## src/rtl/dec_ram_reader.sv

```systemverilog
// Read-side controller for the ping-pong hard-decision memory: reads one
// codeword bit by bit from the selected bank and streams it as packed words.
module dec_ram_reader #(
  parameter int ADDR_WIDTH = 8,
  parameter int CODE_LEN   = 256,
  parameter int OUT_WIDTH  = 8
) (
  input  logic                  clk,
  input  logic                  reset,
  input  logic                  start,
  input  logic                  bank_sel,
  output logic                  busy,
  output logic                  done,
  output logic [ADDR_WIDTH-1:0] rd_address,
  output logic [1:0]            rd_cs,
  output logic [1:0]            rd_we,
  input  logic                  rd_data0,
  input  logic                  rd_data1,
  output logic [OUT_WIDTH-1:0]  out_data,
  output logic                  out_valid,
  input  logic                  out_ready,
  output logic                  out_last,
  output logic [1:0]            dbg_state
);

  localparam int CW  = $clog2(OUT_WIDTH + 1);
  localparam int AW1 = ADDR_WIDTH + 1;
  localparam logic [AW1-1:0] LAST_ADDR = AW1'(CODE_LEN - 1);

  typedef enum logic [1:0] {IDLE = 2'd0, READ = 2'd1, DRAIN = 2'd2} state_t;

  // Handshake: a word transfers on any rising edge where out_valid and
  // out_ready are both high; out_data/out_last are frozen while out_valid is
  // high and out_ready is low.

  state_t               state;
  logic                 bank_r;
  logic [AW1-1:0]       addr_cnt;
  logic                 inflight;
  logic                 inflight_last;
  logic [OUT_WIDTH-1:0] acc;
  logic [CW-1:0]        acc_cnt;
  logic                 final_held;

  logic                 rd_bit;
  logic                 last_ret;
  logic [OUT_WIDTH-1:0] acc_next;
  logic [CW-1:0]        cnt_next;
  logic                 out_free;
  logic                 xfer;
  logic                 issue;

  assign rd_bit   = bank_r ? rd_data1 : rd_data0;
  assign last_ret = inflight & inflight_last;
  assign cnt_next = acc_cnt + CW'(inflight);
  assign out_free = !out_valid || out_ready;
  assign xfer     = ((cnt_next == CW'(OUT_WIDTH)) || last_ret || final_held) && out_free;

  always_comb begin
    acc_next = acc;
    for (int i = 0; i < OUT_WIDTH; i++) begin
      if (inflight && (acc_cnt == CW'(i))) acc_next[i] = rd_bit;
    end
  end

  // Space check also counts the word leaving this cycle, so reads keep
  // streaming at one bit per cycle across word boundaries.
  assign issue = (state == READ) &&
                 (((int'(acc_cnt) + int'(inflight)) < OUT_WIDTH) || xfer);

  assign rd_cs      = issue ? (bank_r ? 2'b10 : 2'b01) : 2'b00;
  assign rd_address = (state == READ) ? addr_cnt[ADDR_WIDTH-1:0] : '0;
  assign rd_we      = 2'b00;
  assign done       = (state == DRAIN) && out_valid && out_ready && out_last;
  assign busy       = (state != IDLE);
  assign dbg_state  = state;

  always_ff @(posedge clk) begin
    if (reset) begin
      state         <= IDLE;
      bank_r        <= 1'b0;
      addr_cnt      <= '0;
      inflight      <= 1'b0;
      inflight_last <= 1'b0;
      acc           <= '0;
      acc_cnt       <= '0;
      final_held    <= 1'b0;
      out_data      <= '0;
      out_valid     <= 1'b0;
      out_last      <= 1'b0;
    end else begin
      inflight      <= issue;
      inflight_last <= issue && (addr_cnt == LAST_ADDR);

      case (state)
        IDLE: begin
          if (start) begin
            bank_r   <= bank_sel;
            addr_cnt <= '0;
            state    <= READ;
          end
        end
        READ: begin
          if (issue) begin
            addr_cnt <= addr_cnt + AW1'(1);
            if (addr_cnt == LAST_ADDR) state <= DRAIN;
          end
        end
        DRAIN: begin
          if (done) state <= IDLE;
        end
        default: state <= IDLE;
      endcase

      if (xfer) begin
        out_data   <= acc_next;
        out_valid  <= 1'b1;
        out_last   <= last_ret || final_held;
        acc        <= '0;
        acc_cnt    <= '0;
        final_held <= 1'b0;
      end else begin
        acc     <= acc_next;
        acc_cnt <= cnt_next;
        if (last_ret) final_held <= 1'b1;
        if (out_valid && out_ready) begin
          out_valid <= 1'b0;
          out_last  <= 1'b0;
        end
      end
    end
  end

endmodule

```

## config.mk

```make
export PLATFORM = sky130hd
export DESIGN_NAME = dec_ram_reader
export DESIGN_NICKNAME = d
export VERILOG_FILES = /design/src/rtl/dec_ram_reader.sv
export SDC_FILE = /design/constraint.sdc
export NUM_CORES = 1
export LEC_CHECK = 0
export CAP_MARGIN = 20
export CORE_ASPECT_RATIO = 1.4
export CORE_MARGIN = 3
export CORE_UTILIZATION = 47
export DETAILED_ROUTE_END_ITERATION = 6
export GPL_TIMING_DRIVEN = 0
export PLACE_DENSITY_LB_ADDON = 0.12
export SLEW_MARGIN = 5
export SYNTH_ARGS = -nofsm -noshare
export SYNTH_HDL_FRONTEND = slang
export SYNTH_SLANG_ARGS = --single-unit
```

## constraint.sdc

```tcl
create_clock -name clk -period 3.38 [get_ports clk]
set_input_delay 0.338 -clock clk [delete_from_list [all_inputs] [get_ports clk]]
set_output_delay 0.338 -clock clk [all_outputs]
set_load 0.01 [all_outputs]
```

### Word level (Yosys, flattened, before mapping)

Index checks and enable logic that the tools add are counted.

* flip-flop bits (word level): 37
* latch bits: 0
* memory bits (writable): 0
* bits in read-only memories: 0
* input port bits: 7
* output and inout port bits: 26
* word-level logic and storage cells: 84
* memories kept: 0

* add/sub/neg operators: 3
* multiply operators: 0
* div/mod/pow operators: 0
* magnitude comparators: 1
* equal/unequal tests: 15
* shift-type cells: 0
* mux-type cells: 23
* bitwise operators: 1
* reductions and logical operators: 30

Operators by type and width (number)
* 2-to-1 mux 9 bit: 2
* case mux 9 bit (2 select lines): 1
* equality test 4 x 3 -> 1 bit, second input constant: 4
* logical AND 1 bit: 15
* 2-to-1 mux 1 bit: 12
* 2-to-1 mux 2 bit: 6
* adder 9 x 1 -> 9 bit, second input constant: 1
* equality test 9 x 8 -> 1 bit, second input constant: 1
* equality test 4 x 2 -> 1 bit, second input constant: 2
* 2-to-1 mux 8 bit: 1
* inequality test 2 bit, second input constant: 3
* case mux 2 bit (3 select lines): 1
* nonzero test 2 bit: 3
* adder 4 x 1 -> 5 bit: 1
* logical OR 1 bit: 5
* less-than comparator 5 x 4 -> 1 bit, second input constant: 1
* adder 4 x 1 -> 4 bit: 1
* equality test 4 x 1 -> 1 bit, second input constant: 1
* equality test 4 bit, second input constant: 1
* logical NOT 4 bit: 1
* AND reduction 4 bit: 1
* AND reduction 3 bit: 1
* equality test 2 x 1 -> 1 bit, second input constant: 1
* equality test 2 bit, second input constant: 1
* other kinds (6): 6

### Longest topological paths before layout

Gate-level depths: netlist (run 1).

* depth in word-level cells: 9
* gate-level depth with buffers: 9
* gate-level depth less buffers: 7

### Worst setup path before layout (run 1)

Ideal clock, no wire load.

* kind: reg2out
* from: register acc_cnt[0]
* to: output port rd_cs[0]
* arrival: 2.324 ns
* data required time: 3.042 ns
* slack: 0.718 ns
* cell stages (with the launch flop): 9
* path through: dfxtp_1 -> ha_1 -> ha_1 -> or2_2 -> or4_4 -> a41o_1 -> buf_2 -> clkbuf_1 -> nor2_1

* longest elaborated chain between the ends: 8

Ends and longest elaborated chain
* start, declared: RTL line 42 `logic [CW-1:0] acc_cnt;`
* start signal, assigned: RTL line 124 `acc_cnt <= cnt_next;`
* adder 4 x 1 -> 4 bit: RTL line 55 `assign cnt_next = acc_cnt + CW'(inflight);`
* via cnt_next[1]: RTL line 48 `logic [CW-1:0] cnt_next;`
* equality test 4 bit: RTL line 57 `assign xfer = ((cnt_next == CW'(OUT_WIDTH)) || last_ret || final_held) && out_free;`
* logical OR 1 bit (2 in series): RTL line 57
* logical AND 1 bit: RTL line 57
* logical OR 1 bit: RTL line 69 `(((int'(acc_cnt) + int'(inflight)) < OUT_WIDTH) || xfer);`
* logical AND 1 bit: RTL line 68 `assign issue = (state == READ) &&`
* 2-to-1 mux 2 bit: RTL line 71 `assign rd_cs = issue ? (bank_r ? 2'b10 : 2'b01) : 2'b00;`
* end, declared: RTL line 15 `output logic [1:0] rd_cs,`

The timed path passes the listed nets, and every way through them passes these cells.

### Final worst setup path (run 1)

Same ends and word-level chain as after synthesis.

==> results of run 1 <==
==> per-stage QoR <==
step                      power (mW)  cell area [µm²]  setup WS (ps)  setup TNS (ps)  hold slack, ps
after floorplan                0.502             1730            718               0             446
after global placement         0.529             2080           9.70               0             458
after detailed placement       0.530             2080          -29.1           -29.1             467
after CTS                      0.826             2160           9.64               0             478
after global routing           0.860             2170            120               0             515
final                          0.821             2170            275               0             477
==> critical path: cells and delay by family, from the launching register on <==
family / cells / cell delay (ps)
simple gates: 3 / 850
fa+ha+maj: 2 / 500
buf+inv: 2 / 480
flops: 1 / 370
compound gates: 1 / 280
==> power breakdown <==
part	leakage, nW	switching [mW]	internal (mW)
Clock	0.0439	0.160	0.142
Combinational	0.468	0.0378	0.0324
Sequential	0.299	0.00682	0.442
Total	0.812	0.205	0.616
==> how the worst min path moves through the flow <==
stage	from	end	slack (ps)	cells after the start
after floorplan	addr_cnt[8]	addr_cnt[8]	450	2
after global placement	addr_cnt[8]	addr_cnt[8]	460	2
after detailed placement	out_data[1]	out_data[1]	470	2
after CTS	out_data[1]	out_data[1]	480	2
after global routing	out_data[1]	out_data[1]	510	2
final	out_data[1]	out_data[1]	480	2
==> state kept, by name, indices dropped and copies added (netlist names) <==
signal         count
acc                8
acc_cnt            4
addr_cnt           9
bank_r             1
dbg_state          2
final_held         1
inflight           1
inflight_last      1
out_data           8
out_last           1
out_valid          1
==> Yosys cell counts (2+ instances only) <==
library cell  number  area [µm²]
o21ai_0           12        60.1
mux2i_1            8        80.1
inv_1              6        22.5
o31ai_1            4        30.0
xor2_1             2        17.5
nor3_1             2        10.0
or4_1              2        15.0
nand3_1           10        50.1
buf_2              2        10.0
clkbuf_1           7        26.3
mux2_2             2        22.5
buf_4              2        15.0
nor3b_1            4        30.0
nand2_1            5        18.8
nor2b_1            3        18.8
nand2b_1           5        31.3
a21oi_1           18        90.1
or3_1             12        75.1
nor2_1            24        90.1
dfxtp_1           37         741
or2_2              3        18.8
and2_1             9        56.3
ha_1               4        50.1
nand3b_1           4        30.0
==> kinds of logic (layout without fill, tap and decap cells) <==
logic type | Yosys count | count (layout) | share of synthesized area (%)
fa+ha+maj | 4 | 4 | 2.90
mux | 10 | 10 | 5.95
simple gates | 89 | 89 | 28.5
flops | 37 | 37 | 43.0
other cells | 1 | 2 | 0.217
buf+inv | 19 | 56 | 5.15
xor+xnor | 3 | 3 | 1.52
compound gates | 39 | 39 | 12.8
==> final cells by class <==
class	count	area, µm²	area share (%)
clock buffer	5	68.8	3.18
inverter	6	22.5	1.04
clock inverter	3	17.5	0.809
buffer	12	65.1	3.00
tap	40	50.0	2.31
sequential	37	742	34.3
multi-input combinational	147	898	41.5
timing repair buffer	30	302	13.9
==> timing repair <==
item	in CTS	in global routing
endpoints found under the setup margin	2	1
hold endpoints to repair	0	0
resized for setup	3	1
==> per-layer routing <==
| layer | share of wire (%) | track usage, % | vias up |
|---|---|---|---|
| met3 | 2.9 | 4.99 | 6 |
| li1 | - | - | 768 |
| met5 | 0 | 0 | - |
| met4 | 1.3 | 5.57 | 0 |
| met2 | 54 | 34.8 | 21 |
| met1 | 42 | 19.9 | 661 |
==> impl_results.md, run 1 <==
* Fmax at 0.322 GHz
* Final setup fails at 0
* Final wirelength at 3.77 mm
* DRT Pass-1 Iters at 4
* GRT Overall Usage at 18.7%
* EDFF count, synth at 0
* Fin util at 62.9%
* Commonest cells after routing, fill and taps aside: dfxtp_1, clkdlybuf4s50_1, nor2_1
* Cell variety after synth at 39
* CP dominant cell by count: ha_1
* Clock tree buffer depth at 2
* Post-synthesis register bit count at 37
* Syn. warnings at 0
* Num CTS Buffers at 5
* Crit-path cells: ha_1 > ha_1 > or2_2 > or4_4 > a41o_1 > buf_4 > nor2_1 > dlygate4sd2_1
* TritonCTS clock tree: built
* Max_cap viols at 0
* WL per Instance at 13.4 µm
* Critical Path Sink: rd_cs[0]
* Dpl cells at 273
* Post-CTS Hold Buffers at 0
* R2r endpoint: addr_cnt[6]
* Crit path kind: flop to output pin
* Nets at 250
* Clock Skews at 9.46 ps
* Initial antenna violation count at 0
* Vias in the first global route at 1,439
* H-tree levels at 2
* Slowest CP cell: or4_4
* Vias at 1,456
* CP peak stage delay at 430 ps
* Cell Count, Final, Fillers Out at 280
* Share of synthesized flip-flops with an asynchronous set or reset at 0%
* Area Overhead vs Synth at 25.6%
* CP Capture Type: output pin
* Rows at 25
* Crit Path Max Fanout at 19
* Commonest non-fill, non-tap cell in the layout: dfxtp_1
* DRT iter0 DRCs at 30
* Startpoint Class: flop
* Hold Crit Class: flop to flop
* Cells after synthesis at 202
* Clk sink count at 37
* Worst R2R Path Depth at 8
* Root Buffer: clkbuf_8
* Fraction of layout cells with a size suffix above 1 at 8.33%
* Clk pin slew, worst setup/hold paths at 80 ps
* R2R setup slack at 710 ps
* Crit path DAT at 2770 ps
* Status: finished, final reports clean
* Fin crit share at 91.9%
* Die area at 0.00444 mm²
* Max IR drop VDD at 0.263 mV
* Pin count of the biggest net entering global routing at 20
* Post-CTS Setup Inserts at 0
* Global-route wire length before repair at 6.49 mm
* Starting density of the core at 50.1%
* Drt via density at 5.20
* Number of fill cells at 321
* Ys flop type: dfxtp_1
* WP data required at 3040 ps
* # IOs at 33
* Grt total ovfl at 0
* Fin crit period at 3110 ps
* Die Height at 77.7 µm
* Register area share after synthesis at 43.0%
* Leak pwr at 0.812 nW
* Inserted Diodes at 0
* DRC at 0
* Clk Latency, worst-skew pair at 290 ps
* PortBufs at 30
* Reg2reg start: acc_cnt[0]
* Avg Synthesized Cell Area at 8.54 µm²
* Core box area at 0.00344 mm²
* Worst Setup SP: acc_cnt[0]
* Final Hold Viols at 0
* Hpwl dp at 2.84 mm
* Setup repair after global routing missed its margin: false
* Max-slew violations at 0
* Routed Antenna Nets at 0
* Die Wd at 57.2 µm
* Post-Syn Area at 0.00172 mm²
* Gp weighted congestion at 0.768
* PD cells at 379 mW/mm²
Note: power is estimated with default switching activity, not from simulation.
==> run 2: changes to the inputs <==
- CORE_UTILIZATION: 47 -> 44
==> run 2 against run 1 <==
Net effect:
- flip-flop and latch count did not move
- total power fell by 1.1%
- combinational power rose by 1%
- setup slack improved by 110 ps
- critical path depth did not move
==> impl_results.md, run 2 (same netlist as run 1, synthesis figures left out) <==
* Status: finished, final reports clean
* Setup repair after global routing missed its margin: false
* Slew headroom at 66.8%
* Clk pin slew, worst setup/hold paths at 70 ps
* Clock Skews at 6.62 ps
* WP data required at 3040 ps
* Die area at 0.00472 mm²
* Starting density of the core at 46.5%
* Drt via density at 5.19
* DRT iter0 DRCs at 57
* H-tree levels at 2
* Share of power burned in registers at 55.3%
* Gp weighted congestion at 0.804
* Slowest CP cell: or4_4
* Switching Share at 24.0%
* Commonest non-fill, non-tap cell in the layout: dfxtp_1
* Area Overhead vs Synth at 25.8%
* Final Power at 812 µW
* Hold Crit Class: flop to flop
* Largest Register: addr_cnt
* Setup TNS at 0 ps
* Fin crit share at 88.7%
* DRC at 0
* Number of flip-flops in the largest register at 9
* R2R setup slack at 690 ps
* Clock tree buffer depth at 2
* Hpwl dp at 2.75 mm
* PortBufs at 30
* Final setup fails at 0
* Routed Antenna Nets at 0
* Post-CTS Setup Inserts at 0
* Net Sw Power at 194 µW
* Storage cell area at 742 µm²
* Post-CTS Hold Buffers at 0
* Clk Latency, worst-skew pair at 290 ps
* Cell Count, Final, Fillers Out at 282
* Die Height at 80.1 µm
* Post-CTS sizing at 2
* Nets at 250
* Int Pwr at 617 µW
* Vias in the first global route at 1,397
* GRT Overall Usage at 17.4%
* Largest registers: addr_cnt (9), acc (8), out_data (8)
* CP peak stage delay at 430 ps
* Fraction of layout cells with a size suffix above 1 at 7.92%
* Comb power frac at 8.7%
* Max IR drop VDD at 0.262 mV
* Commonest cells after routing, fill and taps aside: dfxtp_1, clkdlybuf4s50_1, nor2_1
* Die Wd at 58.9 µm
* Clk sink count at 37
* Final setup margin at 383 ps
* Pin count of the biggest net entering global routing at 20
* Dpl cells at 275
* Crit-path cells: ha_1 > ha_1 > or2_2 > or4_4 > a41o_1 > buf_4 > nor2_1 > dlymetal6s2s_1
* CP Capture Type: output pin
* Num CTS Buffers at 5
* Root Buffer: clkbuf_8
* Crit path kind: flop to output pin
* CP dominant cell by count: ha_1
* Max-slew violations at 0
* Final wirelength at 3.67 mm
* DRT Pass-1 Iters at 4
* Crit path DAT at 2660 ps
* Buf/Inv on CP at 2
* Inserted Diodes at 0
* Grt total ovfl at 0
* # IOs at 33
* Number of fill cells at 365
* PD cells at 374 mW/mm²
* Core box area at 0.00371 mm²
* Vias at 1,464
* Worst-margin pin slew at 498 ps
* Multi-input combinational cell area at 898 µm²
* Crit Path Max Fanout at 19
* Initial antenna violation count at 0
* WL per Instance at 13.0 µm
* Startpoint Class: flop
* Family with the most delay on the worst path: simple AND/OR/NAND/NOR gates
* Global-route wire length before repair at 6.24 mm
* Fin crit period at 3000 ps
* Clock share of power at 36.0%
* Leak pwr at 0.824 nW
* Hold Slack at 472 ps
* Max_cap viols at 0
* Final Hold Viols at 0
* TritonCTS clock tree: built
* Pre-CTS setup slack at 6.32 ps
* Rows at 26
* Fmax at 0.334 GHz
==> run 2: area by class of cell <==
class                           count  share of cell area, %
Inverter                            6                   1.04
Sequential cell                    37                   34.2
Multi-Input combinational cell    147                   41.4
Clock buffer                        6                   3.35
Clock inverter                      2                  0.462
Tap cell                           42                   2.42
Timing Repair Buffer               30                   14.1
Buffer                             12                   3.00
==> run 2: worst register-to-register path: cells and delay by family, from the launching register on <==
family / cells / cell delay, ps
flip-flops: 1 / 360
AND/OR/NAND/NOR: 3 / 1110
AO/OA/AOI/OAI: 2 / 440
buffers and inverters: 1 / 210
adder cells (fa/ha/maj): 2 / 500
==> run 2: metrics by stage <==
step | cell area [µm²] | util [%]
4_1_cts | 2160 | 58.3
6_report | 2170 | 58.5
5_1_grt | 2170 | 58.5
3_5_place_dp | 2080 | 56.1
3_3_place_gp | 2080 | 56.1
2_1_floorplan | 1730 | -
==> run 2: power groups by stage <==
| stage | clock network [mW] | logic, mW | registers [mW] |
|---|---|---|---|
| after floorplan | 0 | 0.0450 | 0.457 |
| after global placement | 0 | 0.0715 | 0.458 |
| after detailed placement | 0 | 0.0714 | 0.459 |
| after CTS | 0.304 | 0.0719 | 0.449 |
| after global routing | 0.323 | 0.0792 | 0.450 |
| final | 0.292 | 0.0710 | 0.449 |
==> run 2: per-layer routing <==
layer	track usage [%]	vias to the layer above	wire length [µm]	part of all wire (%)
li1	-	768	-	-
met1	19.8	666	1580	43
met2	30.4	22	1930	52
met3	4.34	8	96	2.6
met4	6.80	0	68	1.9
met5	0	-	0	0
==> run 2: worst paths after layout <==
check                    from          end  depth (start not counted)
hold reg to reg   addr_cnt[8]  addr_cnt[8]                          2
setup reg to reg   acc_cnt[0]  addr_cnt[4]                          8
setup / recovery   acc_cnt[0]     rd_cs[1]                          8
hold / removal    addr_cnt[8]  addr_cnt[8]                          2
